$ cat config.mk
export PLATFORM = sky130hd
export DESIGN_NAME = gcd_job_scheduler
export DESIGN_NICKNAME = d
export VERILOG_FILES = /design/src/rtl/gcd_pkg.sv /design/src/rtl/rr_arbiter2.sv /design/src/rtl/gcd_job_scheduler.sv
export SDC_FILE = /design/constraint.sdc
export NUM_CORES = 1
export LEC_CHECK = 0
export CAP_MARGIN = 20
export CELL_PAD_IN_SITES_DETAIL_PLACEMENT = 1
export CELL_PAD_IN_SITES_GLOBAL_PLACEMENT = 2
export CORE_ASPECT_RATIO = 2
export CORE_UTILIZATION = 24
export DETAILED_ROUTE_END_ITERATION = 16
export MAX_ROUTING_LAYER = met4
export PLACE_DENSITY_LB_ADDON = 0.1
export REMOVE_ABC_BUFFERS = 1
export SLEW_MARGIN = 20
export SYNTH_ARGS = -nofsm -noshare
export SYNTH_HDL_FRONTEND = slang
export SYNTH_SLANG_ARGS = --single-unit
$ cat constraint.sdc
create_clock -name clk -period 2.84 [get_ports clk]
set_clock_uncertainty 0.15 [all_clocks]
set_input_delay 0.284 -clock clk [delete_from_list [all_inputs] [get_ports clk]]
set_output_delay 0.284 -clock clk [all_outputs]
set_load 0.03 [all_outputs]
$ cat src/rtl/gcd_pkg.sv
// gcd_pkg: shared state encoding, operand-select codes and default width for the GCD job scheduler.
package gcd_pkg;
  typedef enum logic [2:0] {IDLE, LOAD, RUN, STORE, RESP} state_t;
  localparam logic SEL_IN = 1'b1;
  localparam logic SEL_SUB = 1'b0;
  localparam int WIDTH_DEF = 4;
endpackage

$ cat src/rtl/rr_arbiter2.sv
// rr_arbiter2: two-way round-robin grant; pointer moves to the other requester when a job completes.
module rr_arbiter2 (
  input  logic       clk,
  input  logic       reset,
  input  logic [1:0] req,
  input  logic       done,
  input  logic       done_owner,
  output logic       gnt_any,
  output logic       gnt_idx
);
  logic ptr;
  always_ff @(posedge clk or posedge reset)
    if (reset) ptr <= 1'b0;
    else if (done) ptr <= ~done_owner;
  always_comb begin
    gnt_any = |req;
    gnt_idx = &req ? ptr : req[1];
  end
endmodule

$ cat src/rtl/gcd_job_scheduler.sv
// gcd_job_scheduler: arbitrates two requesters onto one subtractive-GCD datapath and returns results.
module gcd_job_scheduler
  import gcd_pkg::*;
#(
  parameter int WIDTH = WIDTH_DEF,
  parameter int MAX_ITER = 1 << WIDTH
) (
  input  logic             clk,
  input  logic             reset,
  input  logic             req0_valid,
  output logic             req0_ready,
  input  logic [WIDTH-1:0] req0_a,
  input  logic [WIDTH-1:0] req0_b,
  input  logic             req1_valid,
  output logic             req1_ready,
  input  logic [WIDTH-1:0] req1_a,
  input  logic [WIDTH-1:0] req1_b,
  output logic             resp0_valid,
  input  logic             resp0_ready,
  output logic             resp1_valid,
  input  logic             resp1_ready,
  output logic [WIDTH-1:0] resp_data,
  output logic             resp_err,
  output logic             busy,
  output logic             x_ld,
  output logic             y_ld,
  output logic             x_sel,
  output logic             y_sel,
  output logic             d_o_ld,
  output logic [WIDTH-1:0] x_i,
  output logic [WIDTH-1:0] y_i,
  input  logic [WIDTH-1:0] d_o,
  input  logic             x_neq_y,
  input  logic             x_lt_y
);
  localparam int CW = $clog2(MAX_ITER + 1);
  state_t state;
  logic [WIDTH-1:0] a_q, b_q, win_a, win_b;
  logic [CW-1:0] cnt;
  logic owner, err_q, gnt_any, gnt_idx, grant, step, accept, at_max, zero;

  rr_arbiter2 u_arb (
    .clk(clk),
    .reset(reset),
    .req({req1_valid, req0_valid}),
    .done(accept),
    .done_owner(owner),
    .gnt_any(gnt_any),
    .gnt_idx(gnt_idx)
  );

  always_comb begin
    win_a = gnt_idx ? req1_a : req0_a;
    win_b = gnt_idx ? req1_b : req0_b;
    zero = win_a == '0 || win_b == '0;
    at_max = cnt == CW'(MAX_ITER);
    accept = state == RESP && (owner ? resp1_ready : resp0_ready);
    grant = state == IDLE && gnt_any;
    // a timed-out step issues no strobe; the job leaves RUN on that edge
    step = state == RUN && x_neq_y && !at_max;
    req0_ready = grant && !gnt_idx;
    req1_ready = grant && gnt_idx;
    x_ld = state == LOAD || (step && !x_lt_y);
    y_ld = state == LOAD || (step && x_lt_y);
    x_sel = state == LOAD ? SEL_IN : SEL_SUB;
    y_sel = state == LOAD ? SEL_IN : SEL_SUB;
    d_o_ld = state == STORE;
    busy = state != IDLE;
    resp0_valid = state == RESP && !owner;
    resp1_valid = state == RESP && owner;
    resp_err = state == RESP && err_q;
    resp_data = (state == RESP && !err_q) ? d_o : '0;
    x_i = a_q;
    y_i = b_q;
  end

  always_ff @(posedge clk or posedge reset)
    if (reset) begin
      state <= IDLE;
      a_q <= '0;
      b_q <= '0;
      owner <= 1'b0;
      err_q <= 1'b0;
      cnt <= '0;
    end else begin
      case (state)
        IDLE: if (gnt_any) begin
          a_q <= win_a;
          b_q <= win_b;
          owner <= gnt_idx;
          err_q <= zero;
          state <= zero ? RESP : LOAD;
        end
        LOAD: begin
          cnt <= '0;
          state <= RUN;
        end
        RUN: if (!x_neq_y) state <= STORE;
          else if (at_max) begin
            err_q <= 1'b1;
            state <= RESP;
          end else cnt <= cnt + 1'b1;
        STORE: state <= RESP;
        RESP: if (accept) state <= IDLE;
        default: state <= IDLE;
      endcase
    end
endmodule

Word level (Yosys, flattened, before mapping)
Cells that the tools add are included.
- flip-flop bits (word level): 19
- bits of input ports: 28
- output and inout bits: 23
- logic and storage cells: 71
- add/subtract/negate cells: 1
- equality and inequality tests: 11
- mux-type cells: 19
- bitwise gates (word level): 1
- reduce and logical (&&, ||, !) cells: 32
- operators by type and width (operator ; count):
    3-bit 2-to-1 mux ; 5
    3-bit case mux with 5 select lines ; 1
    1-bit logical AND ; 12
    4-bit 2-to-1 mux ; 3
    5-bit 2-to-1 mux ; 2
    2-bit != test (second input constant) ; 5
    5-bit case mux with 2 select lines ; 1
    4-bit zero test ; 2
    3-bit by 2-bit equality test with 1-bit output (second input constant) ; 2
    1-bit 2-to-1 mux ; 6
    3-bit AND reduction ; 2
    5-bit by 1-bit adder with 5-bit output (second input constant) ; 1
    5-bit equality test (second input constant) ; 1
    1-bit zero test ; 5
    2-bit AND reduction ; 2
    4-bit AND reduction ; 1
    2-bit nonzero test ; 2
    3-bit by 1-bit equality test with 1-bit output (second input constant) ; 1
    3-bit equality test (second input constant) ; 1
    3-bit zero test ; 1
    1-bit logical OR ; 3
    3-bit != test (second input constant) ; 1
    3-bit nonzero test ; 1
    1-bit case mux with 2 select lines ; 1
    other kinds (2) ; 2

Longest topological paths before layout
- depth after elaboration: 8
- mapped depth: 6
- depth with buffers taken out: 6

Hierarchy
A second synthesis with hierarchy kept.
- cells, all modules: 130
- area total of the unflattened synthesis: 1183.6 um^2
- modules (own cells, without submodules) (module ; times used ; cells an instance ; area each (um^2) ; seq. area each (um^2)):
    gcd_job_scheduler ; 1 ; 123 ; 1128.6 ; 450.4
    rr_arbiter2 ; 1 ; 7 ; 55.1 ; 25.0

Worst setup path after synthesis
No wires, ideal clock.
- path kind: flip-flop to output port
- start: reg state[1]
- end: out x_ld
- arrival: 1837 ps
- required time: 2406 ps
- setup slack: 569 ps
- cell stages (with the launch flop): 4
- path buffers: 0
- path through: dfrtp_1 nor3b_2 a21oi_1 a21oi_1
- longest elaborated chain between the ends: 5
- RTL lines (item ; line ; source):
    start: declaration ; gcd_job_scheduler.sv:37 ; state_t state;
    start signal: assignment ; gcd_job_scheduler.sv:92 ; state <= zero ? RESP : LOAD;
    3-bit by 2-bit equality test with 1-bit output ; gcd_job_scheduler.sv:60 ; step = state == RUN && x_neq_y && !at_max;
    1-bit logical AND (2 in series) ; gcd_job_scheduler.sv:60 ;
    1-bit logical AND ; gcd_job_scheduler.sv:63 ; x_ld = state == LOAD || (step && !x_lt_y);
    1-bit logical OR * ; gcd_job_scheduler.sv:63 ;
    end: declaration ; gcd_job_scheduler.sv:25 ; output logic x_ld,
Every way passes the cells marked *; elsewhere a longest branch is shown, timed or not.

Worst setup path in the final report
- start: reg state[1]
- end: out req1_ready
- longest elaborated chain between the ends: 3
- RTL lines (item ; line ; source):
    3-bit zero test ; gcd_job_scheduler.sv:58 ; grant = state == IDLE && gnt_any;
    1-bit logical AND ; gcd_job_scheduler.sv:58 ;
    1-bit logical AND ; gcd_job_scheduler.sv:62 ; req1_ready = grant && gnt_idx;
    end: declaration ; gcd_job_scheduler.sv:15 ; output logic req1_ready,
No other way between the ends.

==> results.ini <==
[pwr]
p_sw_frac=0.445
powerDensity_mw_per_mm2=899
p_switching_uw=682
irDropWorstVdd_v=0.000389
comb_power_share=0.567
p_seq_frac=0.309
p_leak_uw=0.000730
clkPwrFrac=0.124
p_int_uw=853

[setup_path]
critPathTopFamily=simple AND/OR/NAND/NOR gates
crit_start=state[1]$_DFFE_PP0P_
worstPathArrival_ps=2300
crit_buf_inv=1
worstSetupEndpointType=output pin
crit_chain=or3_4 -> or2_4 -> nor2_4 -> clkdlybuf4s50_1
crit_required_ps=2410
critPathSlowestCell=clkdlybuf4s50_1
startpoint_type=register
crit_type=register to output pin
crit_fanout=21
timing.rr.start=state[1]$_DFFE_PP0P_
max_stage_delay_ps=670

[logic_synthesis]
synthCells=119
yosysWarnings=0
ys_ff_latch=19
syn_area_per_cell_sq_um=9.27
synth_cell_types=31
syn_area_sq_mm=0.00110
seq_area_frac_synth=0.431

[timing]
fin_crit_ps=2730
fin_setup_tns_ps=0
rsz0062_at_grt=false
fmax_ghz=0.366
tightest_slew_ps=771
finalCritPeriodShare=0.962
setup_viol=0
hold_viol=0
maxSlewViolCount=0
slew_headroom=0.485

[placement]
place_hpwl_um=2860
placedCellCount=221
portBuffers=50
gp_congestion=0.700

[die]
die_w_um=50.0
die-area_sq_mm=0.00489
ios=51
rows=34
start_util=0.252
fp.dieH_um=97.9
core_sq_mm=0.00438

[flow_run]
max_cap_violations=0

[routing]
drtIter0Drc=7
vias=1060
drc_errors=0
first_pass_iters=3
routedWlPerCell_um=15.2
drt_wl_total_um=3420
route.antenna.remaining_nets=0
via_per_inst=4.71

[hold_path]
hold_path.class=input pin to asynchronous set/reset pin

[cells_and_area]
nets=202
final_cells=225
fin_util=0.389
syn_to_final_growth_pct=54.6
antenna_cells=0
drive_gt1_frac=0.0643

[clocking]
h-tree-depth=1
clock_latency_ps=250
cts_made_buffers=3
path_clk_slew_ps=70
clockBufferDepth=2
post_cts_buffers=0
root_buffer=clkbuf_8
cts_resized=0
cts.sinks=19
hold_buffers=0
cts_tree=done

[run_status]
status=finished, final reports clean

[global_routing]
grt_pass1_wl_um=5600
grt_usage=0.157
antenna_found_initial=0
grt_busiest_layer=met2
grt.overflow.total=0
gr-usage-met3=0.0140
grt_use_met1=0.134
grt_max_degree=22
grt_pass1_vias=1167
globalRouteMet2Util=0.327

-- layout by cell type, fill, tap and decap left out --
cell type | Yosys | routed
clkdlybuf4s50_1 | 0 | 50
dfrtp_1 | 19 | 19
nand2_1 | 17 | 17
nor2_1 | 12 | 12
mux2i_1 | 10 | 10
o21ai_0 | 9 | 8
and2_1 | 7 | 7
inv_1 | 5 | 5
o21ai_1 | 3 | 4
nor4_1 | 4 | 4
nor3b_1 | 3 | 3
a21oi_1 | 4 | 3
xor2_1 | 3 | 3
clkbuf_8 | 0 | 3
nand4_1 | 2 | 2
nand3_1 | 2 | 2
ha_1 | 2 | 2
buf_4 | 1 | 2
or3_4 | 1 | 1
or2_4 | 1 | 1
nand4bb_1 | 1 | 1
and4bb_2 | 1 | 1
nor3b_2 | 1 | 1
a21oi_2 | 0 | 1
nand2b_1 | 1 | 1
nor4bb_1 | 1 | 1
a21boi_0 | 1 | 1
o22a_1 | 1 | 1
nor2_4 | 1 | 1
a21o_1 | 1 | 1
and3b_1 | 1 | 1
a221o_1 | 1 | 1
clkbuf_1 | 0 | 1
-- sequential cells by signal (all words and copies together), names as in the netlist --
register,flops
cnt,5
err_q,1
owner,1
state,3
u_arb.ptr,1
x_i,4
y_i,4
-- cells by family after synthesis --
family / after synthesis / synth area share
simple gates: 56 / 0.286
compound gates: 20 / 0.103
flops: 19 / 0.431
mux: 10 / 0.0907
buf+inv: 9 / 0.0431
xor+xnor: 3 / 0.0238
fa+ha+maj: 2 / 0.0227
-- path summary, 6_finish.rpt --
| check | cells past startpoint | end | slack (ps) |
|---|---|---|---|
| min in group clk | 2 | y_i[0]$_DFFE_PP0P_ | 350 |
| worst max-delay path | 4 | req1_ready | 110 |
| worst min-delay path | 2 | x_i[2]$_DFFE_PP0P_ | 320 |
| worst min register to register | 2 | y_i[0]$_DFFE_PP0P_ | 350 |
| max in group asynchronous | 2 | cnt[1]$_DFFE_PP0P_ | 1740 |
| worst max register to register | 4 | err_q$_DFFE_PP0P_ | 1050 |
-- power groups by stage --
stage	combinational, uW	clock (uW)	sequential [uW]
after global routing	941	209	490
after detailed placement	882	0	481
after CTS	887	202	475
after global placement	865	0	473
after floorplan	414	0	562
final	871	190	474
-- metal layers --
| metal | part of all wire | vias up |
|---|---|---|
| li1 | - | 514 |
| met1 | 0.34 | 519 |
| met2 | 0.62 | 22 |
| met3 | 0.018 | 5 |
| met4 | 0.014 | 0 |
| met5 | 0 | - |
-- synthesized netlist by cell type --
cell | count | area (sq um)
a21boi_0 | 1 | 7.51
a21o_1 | 1 | 7.51
a21oi_1 | 4 | 20.0
a221o_1 | 1 | 10.0
and2_1 | 7 | 43.8
and3b_1 | 1 | 8.76
and4bb_2 | 1 | 12.5
buf_2 | 2 | 10.0
buf_4 | 1 | 7.51
buf_6 | 1 | 11.3
dfrtp_1 | 19 | 475
ha_1 | 2 | 25.0
inv_1 | 5 | 18.8
mux2i_1 | 10 | 100
nand2_1 | 17 | 63.8
nand2b_1 | 1 | 6.26
nand3_1 | 2 | 10.0
nand4_1 | 2 | 12.5
nand4bb_1 | 1 | 11.3
nor2_1 | 12 | 45.0
nor2_4 | 1 | 11.3
nor3b_1 | 3 | 22.5
nor3b_2 | 1 | 12.5
nor4_1 | 4 | 25.0
nor4bb_1 | 1 | 10.0
o21ai_0 | 9 | 45.0
o21ai_1 | 3 | 15.0
o22a_1 | 1 | 8.76
or2_4 | 1 | 8.76
or3_4 | 1 | 11.3
xor2_1 | 3 | 26.3
-- worst register-to-register path, cell delays in order, from the launching register on --
cell	delay [ps]
dfrtp_1	460
or3_4	420
or2_4	350
a21boi_0	200
o22a_1	160
-- area by class of cell --
type	instances	area, sq um
Clock buffer	4	45.0
Inverter	5	18.8
Timing Repair Buffer	52	515
Sequential cell	19	475
Tap cell	54	67.6
Fill cell	524	2680
Multi-Input combinational cell	91	584
-- metrics by stage --
step           setup WS (ps)  power, uW  cell area (sq um)  hold WS [ps]
6_report                 109       1530               1710           315
5_1_grt                 24.1       1640               1710           376
4_1_cts                 82.5       1560               1700           344
3_5_place_dp             254       1360               1660           334
3_3_place_gp             340       1340               1660           322
2_1_floorplan            217        976               1070          85.1
Note: power is estimated with default switching activity, not from simulation.
